## src/rtl/counter_mod.sv

```systemverilog
//==============================================================================
// Module      : counter_mod
// Description : General-purpose event/timebase counter. Counts 0..MAX_VAL up
//               or down. Each edge does at most one of: clear, parallel load
//               (clamped to MAX_VAL), or one count step. At the limits it
//               either wraps or saturates. Status outputs are a lookahead
//               terminal count, a one-cycle wrap pulse and a sticky
//               limit-hit flag.
// Revision    : 1.0 - initial parametrised release
//------------------------------------------------------------------------------
// Parameters:
//   WIDTH     - counter width in bits (>= 2)
//   MAX_VAL   - highest count value (<= 2**WIDTH-1)
//   SATURATE  - 0: wrap at the limits, 1: hold at the limits
//   RESET_VAL - value of Q after reset or clear (<= MAX_VAL)
// Ports:
//   CLK      in   1      clock, all state changes on the rising edge
//   Reset_n  in   1      synchronous active-low reset
//   En       in   1      count enable
//   Up       in   1      direction, 1 = increment, 0 = decrement
//   Clr      in   1      synchronous clear to RESET_VAL
//   Load     in   1      synchronous parallel load of D
//   D        in   WIDTH  load value
//   Q        out  WIDTH  current count (registered)
//   TC       out  1      terminal count (combinational lookahead)
//   Wrap     out  1      registered one-cycle wrap pulse
//   Ovf      out  1      sticky limit-hit flag (registered)
//==============================================================================
`default_nettype none

module counter_mod #(
  parameter int WIDTH     = 7,
  parameter int MAX_VAL   = (2 ** WIDTH) - 1,
  parameter int SATURATE  = 0,
  parameter int RESET_VAL = 0
) (
  input  logic             CLK,
  input  logic             Reset_n,
  input  logic             En,
  input  logic             Up,
  input  logic             Clr,
  input  logic             Load,
  input  logic [WIDTH-1:0] D,
  output logic [WIDTH-1:0] Q,
  output logic             TC,
  output logic             Wrap,
  output logic             Ovf
);

  // Parameter values narrowed once so that every comparison below is done
  // at WIDTH bits.
  localparam logic [WIDTH-1:0] c_MAX     = WIDTH'(MAX_VAL);
  localparam logic [WIDTH-1:0] c_RST_VAL = WIDTH'(RESET_VAL);
  localparam logic             c_SAT     = (SATURATE != 0);

  // Elaboration-time sanity checks on the parameter set.
  if (WIDTH < 2) begin : g_chk_width
    $error("counter_mod: WIDTH must be >= 2");
  end
  if ((MAX_VAL < 1) || (MAX_VAL > (2 ** WIDTH) - 1)) begin : g_chk_max
    $error("counter_mod: MAX_VAL must lie in 1..2**WIDTH-1");
  end
  if ((RESET_VAL < 0) || (RESET_VAL > MAX_VAL)) begin : g_chk_rst
    $error("counter_mod: RESET_VAL must lie in 0..MAX_VAL");
  end

  logic [WIDTH-1:0] q_q;
  logic [WIDTH-1:0] q_d;
  logic             wrap_q;
  logic             wrap_d;
  logic             ovf_q;
  logic             ovf_d;

  logic             w_at_max;
  logic             w_at_min;
  logic [WIDTH-1:0] w_load_val;

  assign w_at_max = (q_q == c_MAX);
  assign w_at_min = (q_q == '0);

  // A load above MAX_VAL is the only way to reach an out-of-range value,
  // so clamping here keeps Q inside 0..MAX_VAL at all times.
  assign w_load_val = (D > c_MAX) ? c_MAX : D;

  //--------------------------------------------------------------------------
  // Next-state logic. Priority: Clr > Load > En. Wrap defaults low so it is
  // only ever a single-cycle pulse.
  //--------------------------------------------------------------------------
  always_comb begin
    q_d    = q_q;
    wrap_d = 1'b0;
    ovf_d  = ovf_q;

    if (Clr) begin
      q_d   = c_RST_VAL;
      ovf_d = 1'b0;
    end else if (Load) begin
      q_d = w_load_val;
    end else if (En) begin
      if (Up) begin
        if (w_at_max) begin
          ovf_d = 1'b1;
          if (!c_SAT) begin
            q_d    = '0;
            wrap_d = 1'b1;
          end
        end else begin
          q_d = q_q + 1'b1;
        end
      end else begin
        if (w_at_min) begin
          ovf_d = 1'b1;
          if (!c_SAT) begin
            q_d    = c_MAX;
            wrap_d = 1'b1;
          end
        end else begin
          q_d = q_q - 1'b1;
        end
      end
    end
  end

  //--------------------------------------------------------------------------
  // State registers with synchronous active-low reset.
  //--------------------------------------------------------------------------
  always_ff @(posedge CLK) begin
    if (!Reset_n) begin
      q_q    <= c_RST_VAL;
      wrap_q <= 1'b0;
      ovf_q  <= 1'b0;
    end else begin
      q_q    <= q_d;
      wrap_q <= wrap_d;
      ovf_q  <= ovf_d;
    end
  end

  // TC looks ahead: it is high in the cycle before the edge that would cross
  // a limit, using the live En/Up. It is deliberately not gated by
  // Clr/Load/Reset_n.
  assign TC   = En & ((Up & w_at_max) | (~Up & w_at_min));
  assign Q    = q_q;
  assign Wrap = wrap_q;
  assign Ovf  = ovf_q;

endmodule

`default_nettype wire
```

## config.mk

```make
export PLATFORM = sky130hd
export DESIGN_NAME = counter_mod
export DESIGN_NICKNAME = d
export VERILOG_FILES = /design/src/rtl/counter_mod.sv
export SDC_FILE = /design/constraint.sdc
export NUM_CORES = 1
export LEC_CHECK = 0
export CAP_MARGIN = 20
export CORE_MARGIN = 4
export CORE_UTILIZATION = 35
export CTS_BUF_LIST = sky130_fd_sc_hd__clkbuf_4 sky130_fd_sc_hd__clkbuf_8
export DETAILED_ROUTE_END_ITERATION = 7
export RECOVER_POWER = 100
export SYNTH_ARGS = -nofsm -noshare
export SYNTH_HDL_FRONTEND = slang
export SYNTH_SLANG_ARGS = --single-unit
```

## constraint.sdc

```tcl
create_clock -name CLK -period 2.97 [get_ports CLK]
set_clock_uncertainty 0.2 [all_clocks]
set_input_delay 0.4455 -clock CLK [delete_from_list [all_inputs] [get_ports CLK]]
set_output_delay 0.4455 -clock CLK [all_outputs]
set_load 0.02 [all_outputs]
```

# --- After elaboration in Yosys (flattened, before gate mapping) ---
# Cells that the tools add are included.
# W data, S select, Z words.
op_classes:
  addsub: 2
  multipliers: 0
  div_mod_pow: 0
  magnitude_cmp: 1
  n_eq_ne: 2
  shift: 0
  n_mux: 12
  bitwise_logic: 8
  n_reduce_logical: 6
ops:
  columns: ["cell", "count"]
  rows:
  - ["$mux W7", 6]
  - ["$add A7 B1 Y7 const B", 1]
  - ["$eq A7 B7 Y1 const B", 1]
  - ["$gt A7 B7 Y1 const B", 1]
  - ["$logic_not A7 Y1", 1]
  - ["$sub A7 B1 Y7 const B", 1]
  - ["$mux W1", 6]
  - ["$not A1 Y1", 4]
  - ["$reduce_and A4 Y1", 1]
  - ["$reduce_bool A2 Y1", 2]
  - ["$reduce_or A4 Y1", 1]
  - ["$and A1 B1 Y1", 3]
  - ["$ne A2 B1 Y1 const B", 1]
  - ["$reduce_or A2 Y1", 1]
  - ["$or A1 B1 Y1", 1]
word_totals:
  regBits: 9
  latch_bits: 0
  ramBits: 0
  romBits: 0
  output_inout_bits: 10
  elab_cells: 34
  n_memories: 0

# --- Depth between registers and ports, before layout ---
logic_depth:
  word_depth: 5
  depth_mapped: 7
  depth_no_buf: 7

# --- Least setup slack after synthesis ---
# No wires, ideal clock.
synth_path:
  path_kind: "flip-flop to output port"
  start: "reg q_q[0] (netlist: Q[0])"
  end: "out TC"
  arrival_ps: 1575
  required_ps: 2325
  slack_ps: 749
  path_stages_with_launch: 6
  cell_sequence: "dfxtp_1 > ha_1 > and4_1 > and3_4 > a22o_2 > and2_1"
synth_via:
  elab_chain_cells: 4
synth_rtl:
  columns: ["element", "line_no", "text"]
  rows:
  - ["start, declared", "67", "logic [WIDTH-1:0] q_q;"]
  - ["start signal, assigned", "129", "q_q <= c_RST_VAL;"]
  - ["start signal, assigned", "133", "q_q <= q_d;"]
  - ["$eq A7 B7 Y1 or $logic_not A7 Y1 (tied branches)", "78, 79", null]
  - ["$and A1 B1 Y1", "142", "assign TC = En & ((Up & w_at_max) | (~Up & w_at_min));"]
  - ["$or A1 B1 Y1 *", "142", null]
  - ["$and A1 B1 Y1 *", "142", null]
  - ["end, declared", "45", "output logic TC,"]
# Every way passes the cells marked *; elsewhere a longest branch is shown, timed or not.

# --- Final worst setup path ---
# Ends and elaborated chain as after synthesis.

==> summary.txt <==
YOSYS
--------------------------------------------------------------------------------------------------------
EDFF count, synth                                                                                      0
Top flip-flop cell by instance count after synthesis                                        sky130_fd_sc_hd__dfxtp_1
Share of synthesized area occupied by flip-flops and latches                                      22.97%
Post-Syn Area                                                                                  784.5 µm²
Number of warnings issued by yosys                                                                     0
Flip-flop and latch count after synthesis                                                              9
Top cells by area in the synthesized netlist                                                sky130_fd_sc_hd__dfxtp_1 23%, sky130_fd_sc_hd__nand2_1 6.2%, sky130_fd_sc_hd__nor2_1 5.7%, sky130_fd_sc_hd__o21ai_0 5.1%, sky130_fd_sc_hd__ha_1 4.8%
Share of async-settable or async-resettable flops after synthesis                                     0%
Net Count, Synth                                                                                     122
Fraction of post-synthesis cell area in the top cell type by area                                 22.97%
Biggest area consumer among synthesized cells                                               sky130_fd_sc_hd__dfxtp_1
Average footprint of a synthesized cell                                                        7.401 µm²
Count of unique library cells instantiated by Yosys                                                   37
Gate Count Post-Synth                                                                                106

PWR
--------------------------------------------------------------------------------------------------------
Leakage power total                                                                         0.0004398 µW
Worst IR Drop VDD                                                                              0.2401 mV
Power density over cell area                                                                335.5 nW/µm²

SETUP PATH
--------------------------------------------------------------------------------------------------------
Number of buffers and inverters on the critical path                                                   3
Length in cells of the worst reg-to-reg path                                                           8
Critical Path End Type                                                                        output pin
Critical path type                                                                          flop to output pin
Required time reported for the critical path endpoint                                            2320 ps
Worst reg2reg setup slack                                                                         510 ps
Reg-to-reg startpoint                                                                       Q[0]$_SDFFE_PP0P_
Crit-path max cell delay                                                                          330 ps
Family with the most delay on the worst path                                                buffers and inverters
Startpoint kind of the worst setup timing path                                                      flop
Cell with the most instances on the worst path                                              sky130_fd_sc_hd__clkbuf_1
Worst path slowest cell                                                                     sky130_fd_sc_hd__dfxtp_1
Ordered list of cells on the worst path                                                     clkbuf_1 > inv_1 > ha_1 > nor2b_1 > a22o_2 > and2_1 > clkbuf_1
Critical path depth                                                                                    7
Critical path data arrival time                                                                  1930 ps
Critical R2R Capture                                                                        Q[2]$_SDFFE_PP0P_
Crit-path max FO                                                                                       6

PLACEMENT
--------------------------------------------------------------------------------------------------------
Post-place instance area                                                                        1049 µm²
Gp weighted congestion                                                                            0.7932
Port bufs                                                                                             22
Final HPWL DP                                                                                    1863 µm

DIE
--------------------------------------------------------------------------------------------------------
Core Region                                                                                     2042 µm²
Die extent in y                                                                                 55.35 µm
Die footprint                                                                                   3063 µm²
Num rows                                                                                              16
Initial Util                                                                                      38.42%
I/O pins                                                                                              23
Die X-Extent                                                                                    55.35 µm

WORST HOLD PATH
--------------------------------------------------------------------------------------------------------
Worst Min Path Start                                                                        Ovf$_SDFFE_PP0P_
Hold Crit Class                                                                             flop to flop
Hold Path Depth                                                                                        2
Terminating pin of the worst hold path                                                      Ovf$_SDFFE_PP0P_

TIMING
--------------------------------------------------------------------------------------------------------
Unrepaired setup endpoints after global routing                                                       no
Worst-Margin Slew                                                                               399.9 ps
Final hold viol count                                                                                  0
Final-report setup violation count                                                                     0
Final critical-path share of the clock period                                                     86.63%
Setup TNS after final layout                                                                        0 ps
Max Slew Vio Count                                                                                     0
Final worst path period need                                                                     2573 ps
Slew headroom                                                                                     73.34%
Fmax                                                                                           388.7 MHz

GRT
--------------------------------------------------------------------------------------------------------
Global-route wire length before repair                                                           3884 µm
Overall global routing resource usage                                                             15.73%
Number of antenna violations at the first check in global routing                                      0
Congestion Overflow GR                                                                                 0
Pin count of the biggest net entering global routing                                                  19
Number of global-route vias before repair                                                            852

CLOCKING
--------------------------------------------------------------------------------------------------------
Clock Sinks                                                                                            9
Post-CTS repair timing setup buffer count                                                              0
Clock tree from TritonCTS                                                                            yes
CTS Buf Count                                                                                          3
Post-CTS Hold Fix Bufs                                                                                 0
H-tree depth reported by CTS                                                                           1
Clock network latency to the later pin of the worst-skew pair                                     260 ps
Post-CTS clock slew at the launch and capture registers of the worst setup and hold paths          60 ps
Max Root-Sink Buffers                                                                                  2
Clk Tree Root Cell                                                                          sky130_fd_sc_hd__clkbuf_4

DRT
--------------------------------------------------------------------------------------------------------
Number of nets with antenna violations after routing                                                   0
DRC errors left                                                                                        0
Wirelength per Cell                                                                             14.83 µm
Total via count in the routed design                                                                 878
Routed wire length                                                                               2372 µm
Drt first-iter violations                                                                             24
Average vias per placed instance                                                                   5.488
First-pass iteration count of the detailed router                                                      4

CELLS AND AREA
--------------------------------------------------------------------------------------------------------
Share of post-route cells with drive strength above 1                                             12.03%
Synth-to-Final Area Change                                                                        35.09%
Antenna diodes                                                                                         0
Layout Cell Area excl Fill                                                                      1060 µm²
Final #Nets                                                                                          150
Most frequent cells in the layout                                                           13 x sky130_fd_sc_hd__nand2_1, 12 x sky130_fd_sc_hd__nor2_1, 11 x sky130_fd_sc_hd__clkdlybuf4s50_1
Most common cell after layout, fill and taps aside                                          sky130_fd_sc_hd__nand2_1

RUN STATUS
--------------------------------------------------------------------------------------------------------
Run status                                                                                  finished clean

FLOW RUN
--------------------------------------------------------------------------------------------------------
Max-Cap Viols                                                                                          0

==> timing repair <==
action / CTS / global route
endpoints found under the setup margin: 0 / 1
resized for setup: 0 / 1
endpoints found under the hold margin: 0 / 0
==> report_power, final <==
part	leakage (µW)	switching, µW	internal (µW)
Sequential	0.0000735	8.59	126
Combinational	0.000348	61.2	57.8
Clock	0.0000184	41.3	60.8
==> metrics by stage <==
stage / utilization (%) / total power [µW] / hold WS [ps] / std cells / worst slack, ps
6_report: 51.90 / 355.6 / 323.6 / 160 / 397.2
5_1_grt: 51.90 / 381.7 / 370.7 / 160 / 227.4
4_1_cts: 52.82 / 366.6 / 336.4 / 160 / 56.97
3_5_place_dp: 51.35 / 260.9 / 307.8 / 156 / 124.4
3_3_place_gp: 51.35 / 258.3 / 339.6 / 156 / 161.7
2_1_floorplan: - / 212.7 / 370.1 / 106 / 749.1
==> area by class of cell <==
type | count | area, µm²
Clock buffer | 4 | 30.03
Fill cell | 218 | 982.2
Inverter | 5 | 18.77
Multi-Input combinational cell | 85 | 526.8
Sequential cell | 9 | 180.2
Tap cell | 27 | 33.78
Timing Repair Buffer | 30 | 270.3
==> worst register-to-register path: cells and delay by family, from the launching register on <==
| kind | cells | cell delay [ps] |
|---|---|---|
| AO/OA/AOI/OAI | 3 | 960 |
| adder cells (fa/ha/maj) | 1 | 230 |
| buffers and inverters | 2 | 380 |
| flip-flops | 1 | 330 |
| AND/OR/NAND/NOR | 2 | 240 |
==> logic make-up after synthesis <==
group,Yosys count,share of synthesized area (%)
AND/OR/NAND/NOR,48,32.69
AO/OA/AOI/OAI,30,26.00
buffers and inverters,12,8.771
flip-flops,9,22.97
adder cells (fa/ha/maj),3,4.785
XOR/XNOR,2,2.233
multiplexers,2,2.552
==> worst max path at each step <==
stage	from	endpoint
final	Q[0]$_SDFFE_PP0P_	TC
after global routing	Q[0]$_SDFFE_PP0P_	TC
after CTS	Q[1]$_SDFFE_PP0P_	TC
after detailed placement	Up	TC
after global placement	Up	TC
after floorplan	Q[0]$_SDFFE_PP0P_	TC
==> synth_stat cells (3+ instances only) <==
master                     count
sky130_fd_sc_hd__nand2_1      13
sky130_fd_sc_hd__nor2_1       12
sky130_fd_sc_hd__buf_4         4
sky130_fd_sc_hd__nand3_1       5
sky130_fd_sc_hd__nand2b_1      4
sky130_fd_sc_hd__nor2b_1       3
sky130_fd_sc_hd__ha_1          3
sky130_fd_sc_hd__dfxtp_1       9
sky130_fd_sc_hd__o21ai_0       8
sky130_fd_sc_hd__a21oi_1       7
sky130_fd_sc_hd__inv_1         5
==> sequential cells by signal (all words and copies together) (netlist names) <==
signal and flops:
Ovf 1, Q 7, Wrap 1
==> per-layer routing <==
layer | part of all wire [%] | track usage (%) | routed length [µm] | up-vias
met4 | 2.4 | 9.375 | 57 | 0
met3 | 5.0 | 3.497 | 118 | 8
met2 | 46 | 23.99 | 1099 | 27
li1 | - | - | - | 435
met5 | 0 | 0 | 0 | -
met1 | 46 | 20.00 | 1095 | 408
No activity file was read; power rests on OpenSTA's default activity.
